`config.mk`:
```
export PLATFORM = sky130hd
export DESIGN_NAME = cpu_core_p
export DESIGN_NICKNAME = d
export VERILOG_FILES = /design/src/rtl/cpu_core_p.sv
export SDC_FILE = /design/constraint.sdc
export NUM_CORES = 1
export LEC_CHECK = 0
export ABC_AREA = 1
export BUFFER_PORTS_ARGS = -buffer_cell sky130_fd_sc_hd__buf_2
export CELL_PAD_IN_SITES_DETAIL_PLACEMENT = 1
export CELL_PAD_IN_SITES_GLOBAL_PLACEMENT = 2
export CORE_AREA = 2 2 157 198
export DETAILED_ROUTE_END_ITERATION = 12
export DIE_AREA = 0 0 159 200
export HOLD_SLACK_MARGIN = 0.03
export PLACE_DENSITY = 0.9
export RECOVER_POWER = 50
export SLEW_MARGIN = 20
export SYNTH_ARGS = -nofsm -noshare
export SYNTH_HDL_FRONTEND = slang
export SYNTH_SLANG_ARGS = --single-unit
```
`constraint.sdc`:
```
create_clock -name clk -period 7.05 [get_ports clk]
set_input_delay 0.705 -clock clk [delete_from_list [all_inputs] [get_ports clk]]
set_output_delay 0.705 -clock clk [all_outputs]
set_load 0.005 [all_outputs]
```
`src/rtl/cpu_core_p.sv`:
```
// Parametrised multi-cycle CPU core: FETCH / EXEC / MEM / HALT sequencing with
// req/ack instruction and data memory ports, carry and zero flags.
module cpu_core_p #(
    parameter int unsigned DW   = 16,
    parameter int unsigned AW   = 16,
    parameter int unsigned NREG = 4
) (
    input  logic          clk,
    input  logic          reset,
    output logic          imem_req,
    output logic [AW-1:0] imem_addr,
    input  logic          imem_ack,
    input  logic [15:0]   imem_data,
    output logic          dmem_req,
    output logic          dmem_we,
    output logic [AW-1:0] dmem_addr,
    output logic [DW-1:0] dmem_wdata,
    input  logic          dmem_ack,
    input  logic [DW-1:0] dmem_rdata,
    output logic          halted,
    output logic [AW-1:0] o_pc,
    output logic [15:0]   o_ir,
    output logic [1:0]    o_flags
);

    localparam int unsigned IW = 16;
    localparam int unsigned RW = $clog2(NREG);

    localparam logic [3:0] OP_NOP  = 4'h0;
    localparam logic [3:0] OP_LDI  = 4'h1;
    localparam logic [3:0] OP_MOV  = 4'h2;
    localparam logic [3:0] OP_ADD  = 4'h3;
    localparam logic [3:0] OP_SUB  = 4'h4;
    localparam logic [3:0] OP_AND  = 4'h5;
    localparam logic [3:0] OP_OR   = 4'h6;
    localparam logic [3:0] OP_XOR  = 4'h7;
    localparam logic [3:0] OP_SHL  = 4'h8;
    localparam logic [3:0] OP_SHR  = 4'h9;
    localparam logic [3:0] OP_NOT  = 4'hA;
    localparam logic [3:0] OP_LD   = 4'hB;
    localparam logic [3:0] OP_ST   = 4'hC;
    localparam logic [3:0] OP_JZ   = 4'hD;
    localparam logic [3:0] OP_JMP  = 4'hE;
    localparam logic [3:0] OP_HALT = 4'hF;

    typedef enum logic [1:0] {
        S_FETCH = 2'd0,
        S_EXEC  = 2'd1,
        S_MEM   = 2'd2,
        S_HALT  = 2'd3
    } state_t;

    state_t state;
    state_t next_state;

    logic [AW-1:0] pc;
    logic [IW-1:0] ir;
    logic [DW-1:0] regs [NREG];
    logic          flag_c;
    logic          flag_z;

    logic [3:0]    op;
    logic [RW-1:0] rd_idx;
    logic [RW-1:0] rs_idx;
    logic [7:0]    imm8;
    logic [DW-1:0] rd_val;
    logic [DW-1:0] rs_val;
    logic [AW-1:0] rs_addr;
    logic [DW:0]   sum;
    logic [DW:0]   diff;

    logic [DW-1:0] alu_res;
    logic          alu_c;
    logic          alu_z;
    logic          alu_wr;

    logic          fetch_done;
    logic          mem_done;
    logic          is_mem_op;

    logic          imem_req_d;
    logic          dmem_req_d;
    logic          dmem_we_d;
    logic [AW-1:0] dmem_addr_d;
    logic [DW-1:0] dmem_wdata_d;
    logic          halted_d;

    // Instruction field decode; register reads see every earlier write-back
    assign op        = ir[15:12];
    assign rd_idx    = ir[8 +: RW];
    assign rs_idx    = ir[4 +: RW];
    assign imm8      = ir[7:0];
    assign rd_val    = regs[rd_idx];
    assign rs_val    = regs[rs_idx];
    assign rs_addr   = AW'(rs_val);
    assign sum       = (DW+1)'(rd_val) + (DW+1)'(rs_val);
    assign diff      = (DW+1)'(rd_val) - (DW+1)'(rs_val);
    assign is_mem_op = (op == OP_LD) || (op == OP_ST);

    assign fetch_done = imem_req && imem_ack;
    assign mem_done   = dmem_req && dmem_ack;

    assign imem_addr = pc;
    assign o_pc      = pc;
    assign o_ir      = ir;
    assign o_flags   = {flag_c, flag_z};

    // ALU: rd = rd op rs, with the flag results each opcode defines
    always_comb begin
        alu_res = rd_val;
        alu_c   = flag_c;
        alu_z   = flag_z;
        alu_wr  = 1'b0;
        case (op)
            OP_LDI: begin
                alu_res = DW'(imm8);
                alu_wr  = 1'b1;
            end
            OP_MOV: begin
                alu_res = rs_val;
                alu_wr  = 1'b1;
            end
            OP_ADD: begin
                alu_res = sum[DW-1:0];
                alu_c   = sum[DW];
                alu_wr  = 1'b1;
            end
            OP_SUB: begin
                alu_res = diff[DW-1:0];
                alu_c   = diff[DW];
                alu_wr  = 1'b1;
            end
            OP_AND: begin
                alu_res = rd_val & rs_val;
                alu_c   = 1'b0;
                alu_wr  = 1'b1;
            end
            OP_OR: begin
                alu_res = rd_val | rs_val;
                alu_c   = 1'b0;
                alu_wr  = 1'b1;
            end
            OP_XOR: begin
                alu_res = rd_val ^ rs_val;
                alu_c   = 1'b0;
                alu_wr  = 1'b1;
            end
            OP_SHL: begin
                alu_res = {rd_val[DW-2:0], 1'b0};
                alu_c   = rd_val[DW-1];
                alu_wr  = 1'b1;
            end
            OP_SHR: begin
                alu_res = {1'b0, rd_val[DW-1:1]};
                alu_c   = rd_val[0];
                alu_wr  = 1'b1;
            end
            OP_NOT: begin
                alu_res = ~rd_val;
                alu_c   = 1'b0;
                alu_wr  = 1'b1;
            end
            default: begin
                alu_res = rd_val;
            end
        endcase
        if (op >= OP_ADD && op <= OP_NOT) begin
            alu_z = (alu_res == '0);
        end
    end

    // State register
    always_ff @(posedge clk) begin
        if (reset) begin
            state <= S_FETCH;
        end else begin
            state <= next_state;
        end
    end

    // Next-state logic
    always_comb begin
        next_state = state;
        case (state)
            S_FETCH: begin
                if (fetch_done) begin
                    next_state = S_EXEC;
                end
            end
            S_EXEC: begin
                if (is_mem_op) begin
                    next_state = S_MEM;
                end else if (op == OP_HALT) begin
                    next_state = S_HALT;
                end else begin
                    next_state = S_FETCH;
                end
            end
            S_MEM: begin
                if (mem_done) begin
                    next_state = S_FETCH;
                end
            end
            default: begin
                next_state = S_HALT;
            end
        endcase
    end

    // Output logic: next values of the registered bus outputs
    always_comb begin
        imem_req_d   = (next_state == S_FETCH);
        dmem_req_d   = (next_state == S_MEM);
        dmem_we_d    = dmem_we && dmem_req_d;
        dmem_addr_d  = dmem_addr;
        dmem_wdata_d = dmem_wdata;
        halted_d     = halted;
        if (state == S_EXEC) begin
            if (is_mem_op) begin
                dmem_addr_d  = rs_addr;
                dmem_wdata_d = rd_val;
                dmem_we_d    = (op == OP_ST);
            end
            if (op == OP_HALT) begin
                halted_d = 1'b1;
            end
        end
    end

    // Bus output registers; the data-side fields stay frozen while the access stalls
    always_ff @(posedge clk) begin
        if (reset) begin
            imem_req   <= 1'b0;
            dmem_req   <= 1'b0;
            dmem_we    <= 1'b0;
            dmem_addr  <= '0;
            dmem_wdata <= '0;
            halted     <= 1'b0;
        end else begin
            imem_req   <= imem_req_d;
            dmem_req   <= dmem_req_d;
            dmem_we    <= dmem_we_d;
            dmem_addr  <= dmem_addr_d;
            dmem_wdata <= dmem_wdata_d;
            halted     <= halted_d;
        end
    end

    // Architectural state: PC, IR, register file, flags
    always_ff @(posedge clk) begin
        if (reset) begin
            pc     <= '0;
            ir     <= '0;
            flag_c <= 1'b0;
            flag_z <= 1'b0;
            for (int i = 0; i < int'(NREG); i++) begin
                regs[i] <= '0;
            end
        end else begin
            case (state)
                S_FETCH: begin
                    if (fetch_done) begin
                        ir <= imem_data;
                        pc <= pc + AW'(1);
                    end
                end
                S_EXEC: begin
                    if (alu_wr) begin
                        regs[rd_idx] <= alu_res;
                    end
                    flag_c <= alu_c;
                    flag_z <= alu_z;
                    if (op == OP_JMP || (op == OP_JZ && flag_z)) begin
                        pc <= rs_addr;
                    end
                end
                S_MEM: begin
                    if (mem_done && !dmem_we) begin
                        regs[rd_idx] <= dmem_rdata;
                        flag_c       <= 1'b0;
                        flag_z       <= (dmem_rdata == '0);
                    end
                end
                default: begin
                    pc <= pc;
                end
            endcase
        end
    end

endmodule
```
==> run_results.csv, run 1 <==
group,metric,value,unit
timing,timing.final.crit_share,72.5,%
die,die_h,200,um
cts,cts_setup_buffers,0,
layout,num_antenna_cells,0,
cts,cts_inserted_buffers,17,
yosys,synth_area_leaders,"edfxtp_1 (19%), nand2_1 (17%), dfxtp_1 (15%), nand3_1 (8.5%), ha_1 (6.8%)",
cts,htreeDepth,4,
worst_hold_path,whs_path_depth,2,
yosys,ys_ff_latch,140,
yosys,synth_common_cells,"nand2_1 (478), inv_1 (184), nand3_1 (176)",
worst_setup_path,reg2regPathDepth,12,
global_route,grt_pass1_wl,64.2,mm
yosys,syn_area,0.0104,mm^2
route,viasPerCell,5.29,
cts,cts_tree,"built",
yosys,synth_nets,1686,
cts,cts_root_buffer,"clkbuf_16",
placement,dp.cells,2040,
layout,area_growth,12.4,%
timing,rsz0062_at_grt,"false",
power,p_total,2.77,mW
route,drc,0,
outcome,outcome,"finished with violations",
yosys,yosysMostFrequentCell,"nand2_1",
global_route,gr-total-overflow,0,
worst_setup_path,cp_slowest_stage_delay,1.20,ns
die,die-area,0.0318,mm^2
route,vias,11000,
layout,fill_cells,3982,
timing,min_period,5.11,ns
cts,clk_pin_slew_worst_paths,0.06,ns
worst_setup_path,path_delay_family,"buffers and inverters",
global_route,grt_pass1_vias,10900,
route,dr.pass1.iters,5,
outcome,violations,"capacitance limit, slew limit",
route,routed_wl,42.8,mm
die,pin_count,122,
timing,clock_skew,0.0179,ns
yosys,synth_enable_flop_cells,64,
global_route,antenna_found_initial,0,
layout,register_area,0.00344,mm^2
route,wl_per_cell,20.6,um
yosys,yosysTopAreaCell,"edfxtp_1",
worst_setup_path,critPathSlowestCell,"clkbuf_1",
placement,globalplace.congestion,0.940,
placement,hpwl,32.8,mm
timing,final-hold-violation-count,0,
layout,multi_input_area,0.00575,mm^2
worst_setup_path,critPathRequiredTime,7.10,ns
worst_hold_path,min_path_type,"reg -> reg",
timing,worstMarginPinSlew,1.91,ns
cts,insertion_delay,0.44,ns
timing,finalSetupViolations,0,
die,initial_core_util,34.7,%
yosys,ys.flop_type,"dfxtp_1",
yosys,syn_area_per_cell,6.51,um^2
cts,cts_resized,0,
die,rows,71,
cts,ctsHoldBuffers,0,
route,drtIter0Drc,651,
worst_setup_path,cp_num_cells,12,
power,p_per_area,238,mW/mm^2
placement,portBuffers,121,
power,p_leak,5.32,nW
run,maxCapViolations,2,
worst_setup_path,crit_top_cell,"inv_1",
cts,clk_path_buf_depth,2,
layout,design_area,0.0117,mm^2
layout,drive_above_1_share,7.12,%
yosys,async_flop_share,0,%
global_route,grt_max_degree,66,
worst_setup_path,start_kind,"register",
global_route,grt.total_usage,26.5,%
timing,max_freq,0.196,GHz
power,vdd_drop_max,0.000145,V
yosys,synth_top_area_share,18.5,%
layout,instances_no_fill,2072,
timing,slew_viol_final,100,
worst_setup_path,endpoint_kind,"register",
route,ant_nets,0,
worst_setup_path,path_class,"reg -> reg",
timing,fin_tns_setup,0,ns
worst_setup_path,critPathArrivalTime,5.16,ns
yosys,synth-seq-area-share,33.2,%
layout,fin_nets,1752,
cts,cts.sinks,140,
worst_setup_path,worstPathMaxFanout,33,
worst_setup_path,crit_chain,"inv_1 -> ha_1 -> clkbuf_1 -> inv_1 -> nor3_1 -> nor2_1 -> nor2_1 -> inv_1 -> nor2_1 -> inv_1 -> buf_4 -> nand2_1",
worst_setup_path,cp_num_buf_inv,6,
yosys,yosys.cell_types.count,44,
die,die_x,159,um
timing,slew_headroom,-27.3,%
die,fp.coreArea,0.0298,mm^2
yosys,ys.warnings.count,0,
yosys,synthCells,1592,
placement,place_area,0.0111,mm^2
kinds of logic (layout without fill, tap and decap cells):
kind of cell    after synthesis  count (layout)  share of synthesized area, %
buf+inv                     276             355                          11.4
simple gates                902             902                          36.8
fa+ha+maj                    58              58                          7.15
xor+xnor                      8               8                         0.676
compound gates              208             208                          10.8
flops                       140             140                          33.2
cell type report:
type	count	share of cell area (%)
well taps	401	4.31
inverters	186	5.99
clock buffers	27	5.06
repair buffers	137	5.41
flip-flops and latches	140	29.6
clock inverters	5	0.322
multi-input cells	1176	49.4
metrics by stage:
step / hold WS [ns] / utilization, % / setup WS (ns)
final: 0.492 / 39.0 / 1.94
after global routing: 0.493 / 39.0 / 1.62
after CTS: 0.484 / 39.4 / 2.73
after detailed placement: 0.485 / 37.3 / 2.79
after global placement: 0.481 / 37.3 / 2.80
after floorplan: 0.465 / - / 4.20
report_power, final:
part           internal [mW]  switching, mW
logic                  0.244          0.659
clock network          0.576          0.370
registers              0.886         0.0333
sequential cells by signal, summed over array words and instances (netlist names), named ones only:
signal	cells
regs	64
dmem_we	1
state	2
dmem_req	1
flag_z	1
imem_addr	16
dmem_addr	16
flag_c	1
imem_req	1
o_ir	16
halted	1
dmem_wdata	16
worst paths after layout:
path	slack [ns]	startpoint	end
worst min register to register	0.49	halted	halted
worst max-delay path	1.94	state[1]	regs[1][15]
worst max register to register	1.94	state[1]	regs[1][15]
worst min-delay path	0.49	halted	halted
placed cells by master (no fill, tap or decap), drive strengths merged, types with 2 or more instances in the layout:
cell	Yosys	layout
nand2	481	481
inv	185	186
nand3	178	178
nor2	168	168
clkbuf	37	97
o21ai	90	90
a21oi	89	89
dfxtp	76	76
buf	53	67
edfxtp	64	64
ha	56	56
nand4	25	25
and2	20	20
nor3	14	14
or2	10	10
a211oi	7	7
xor2	6	6
o211ai	5	5
a31oi	4	4
nor4	3	3
o22ai	3	3
clkinv	1	3
o21bai	2	2
a22o	2	2
nand3b	2	2
xnor2	2	2
fa	2	2
clkinvlp	0	2
worst min-delay path: stages (launching register included):
cell     delay, ns
dfxtp_1       0.34
nor2_1        0.05
nor2_1        0.07
per-layer routing:
metal | up-vias | track usage [%] | wire length [um]
met5 | - | 0 | 0
met4 | 0 | 10.4 | 1550
met3 | 66 | 3.12 | 1830
met2 | 314 | 48.1 | 21600
met1 | 5333 | 32.3 | 17800
li1 | 5246 | - | -
(Power assumes the default switching activity.)
==> run 2: changes to the inputs <==
Settings changed: CORE_AREA 2 2 157 198 to 2 2 162 204, DIE_AREA 0 0 159 200 to 0 0 164 206, PLACE_DENSITY 0.9 to 0.85.
Clock period 7.05 ns to 5 ns, I/O delays scaled along.
==> run 2 against run 1 <==
Effect of this change: the flow now finishes without violations; die area up 6.2%; combinational power up 42%; sequential power up 41%; first-iteration DRC count down 2.0%; cell count up 1.3%; sequential cell count unchanged; largest cell class unchanged; via count up 0.15%; critical endpoint is now flag_z; clock power up 43%; clock skew down 0.0014 ns; maximum frequency up 22%.
==> run_results.csv, run 2 (synthesized netlist as in run 1, its figures left out) <==
group,metric,value,unit
power,vdd_drop_max,0.000270,V
placement,portBuffers,121,
timing,rsz0062_at_grt,"false",
worst_setup_path,path_delay_family,"simple AND/OR/NAND/NOR gates",
cts,cts.sinks,140,
die,die_x,164,um
worst_hold_path,min_path_type,"in -> reg",
timing,fin_tns_setup,0,ns
cts,ctsHoldBuffers,0,
cts,htreeDepth,4,
timing,timing.final.crit_share,83.5,%
cts,cts_resized,0,
layout,num_antenna_cells,0,
worst_setup_path,endpoint_kind,"register",
worst_setup_path,crit_chain,"buf_4 -> inv_1 -> nand3_1 -> nand2_1 -> inv_1 -> ha_1 -> fa_1 -> or2_2 -> nand3_1 -> nand3_1 -> nor2_1 -> nand3_1 -> nand2_1 -> nand2_1 -> nor2_1 -> nand2_1 -> nor2_1 -> nand4_1 -> a21oi_1",
layout,drive_above_1_share,7.62,%
worst_setup_path,r2r_slack,0.82,ns
timing,min_period,4.18,ns
route,routed_wl,43.4,mm
layout,fin_nets,1761,
global_route,grt_max_degree,66,
cts,clk_path_buf_depth,2,
worst_hold_path,hold_end,"o_ir[6]",
route,wl_per_cell,20.7,um
worst_setup_path,path_class,"reg -> reg",
route,vias,11000,
timing,final-hold-violation-count,0,
worst_setup_path,critPathRequiredTime,5.38,ns
die,die_h,206,um
cts,cts_tree,"built",
outcome,outcome,"complete, no violations",
die,die-area,0.0338,mm^2
global_route,grt_pass1_wl,65.2,mm
global_route,antenna_found_initial,0,
die,pin_count,122,
layout,largest_reg_flops,64,
global_route,gr-total-overflow,0,
worst_setup_path,cp_slowest_stage_delay,0.51,ns
worst_setup_path,critPathArrivalTime,4.56,ns
placement,dp.cells,2066,
worst_hold_path,min_from,"imem_data[6]",
layout,fill_cells,4236,
run,maxCapViolations,0,
power,p_leak,5.36,nW
worst_setup_path,critPathSlowestCell,"fa_1",
placement,globalplace.congestion,0.924,
worst_setup_path,worstPathMaxFanout,17,
route,drtIter0Drc,638,
worst_setup_path,start_kind,"register",
cts,clk_pin_slew_worst_paths,0.06,ns
timing,finalSetupViolations,0,
die,initial_core_util,32.3,%
die,rows,74,
route,viasPerCell,5.23,
layout,top_register,"regs",
cts,cts_root_buffer,"clkbuf_16",
layout,fin_util,36.5,%
route,drc,0,
power,p_per_area,335,mW/mm^2
layout,final_common_cell,"nand2_1",
global_route,grt_pass1_vias,11100,
timing,clock_skew,0.0166,ns
layout,layout_common_cells,"nand2_1 (478), inv_1 (182), nand3_1 (176), nor2_1 (164), a21oi_1 (89)",
cts,cts_inserted_buffers,17,
timing,slew_viol_final,0,
cts,insertion_delay,0.45,ns
die,fp.coreArea,0.0321,mm^2
worst_setup_path,cp_num_buf_inv,3,
placement,hpwl,34.6,mm
worst_setup_path,reg2regPathDepth,19,
global_route,grt.total_usage,25.9,%
cts,cts_setup_buffers,0,
layout,area_growth,13.2,%
route,ant_nets,0,
route,dr.pass1.iters,5,
layout,instances_no_fill,2098,
worst_setup_path,reg2reg_to,"flag_z",
timing,worstMarginPinSlew,1.06,ns
timing,slew_headroom,29.0,%
timing,max_freq,0.239,GHz
worst_hold_path,whs_path_depth,3,
-- run 2: changes by cell type in the layout (fill, tap and decap cells not counted), moves of 2 or more --
cell / previous run / this run
clkbuf_16: 21 / 17
buf_4: 14 / 24
bufinv_16: 0 / 4
clkinv_2: 1 / 4
clkbuf_8: 4 / 1
inv_6: 2 / 0
-- run 2: area by class of cell --
cell class	count	area [um^2]	area share, %
Sequential cell	140	3440	29.3
Timing Repair Buffer	146	703	5.99
Multi-Input combinational cell	1176	5750	49.0
Inverter	186	699	5.96
Tap cell	418	523	4.46
Clock buffer	20	447	3.81
Clock inverter	12	170	1.45
-- run 2: worst max path at each step --
stage                        start           to  slack [ns]  depth (start not counted)
after floorplan           register  regs[0][15]        2.15                         17
after global placement    register       flag_z        0.90                         19
after detailed placement  register       flag_z        0.84                         19
after CTS                 register       flag_z        0.84                         19
after global routing      register       flag_z        0.56                         19
final                     register       flag_z        0.82                         19
-- run 2: where the power goes --
group	internal, mW	leakage, nW	switching (mW)
clock	0.842	0.293	0.511
combinational	0.351	3.79	0.930
sequential	1.25	1.28	0.0490
total	2.44	5.36	1.49
-- run 2: stage by stage --
stage / setup slack (ns) / power (mW) / cell area, um^2 / hold WS, ns
floorplan: 2.15 / 2.15 / 10400 / 0.465
global placement: 0.904 / 2.57 / 11200 / 0.486
detailed placement: 0.837 / 2.59 / 11200 / 0.501
CTS: 0.840 / 3.95 / 11800 / 0.262
global route: 0.558 / 4.15 / 11700 / 0.282
finish: 0.823 / 3.93 / 11700 / 0.274
-- run 2: metal layers --
metal | GRT usage, % | vias up | share of wire, %
li1 | - | 5265 | -
met1 | 30.9 | 5326 | 41
met2 | 43.4 | 290 | 48
met3 | 3.85 | 94 | 4.2
met4 | 16.4 | 0 | 6.7
met5 | 0 | - | 0
-- run 2: worst reg2reg max path: stages (launching register included) --
cell	delay (ns)
dfxtp_1	0.29
buf_4	0.20
inv_1	0.51
nand3_1	0.25
nand2_1	0.35
inv_1	0.14
ha_1	0.30
fa_1	0.51
or2_2	0.33
nand3_1	0.09
nand3_1	0.13
nor2_1	0.11
nand3_1	0.11
nand2_1	0.09
nand2_1	0.05
nor2_1	0.13
nand2_1	0.11
nor2_1	0.15
nand4_1	0.11
a21oi_1	0.14
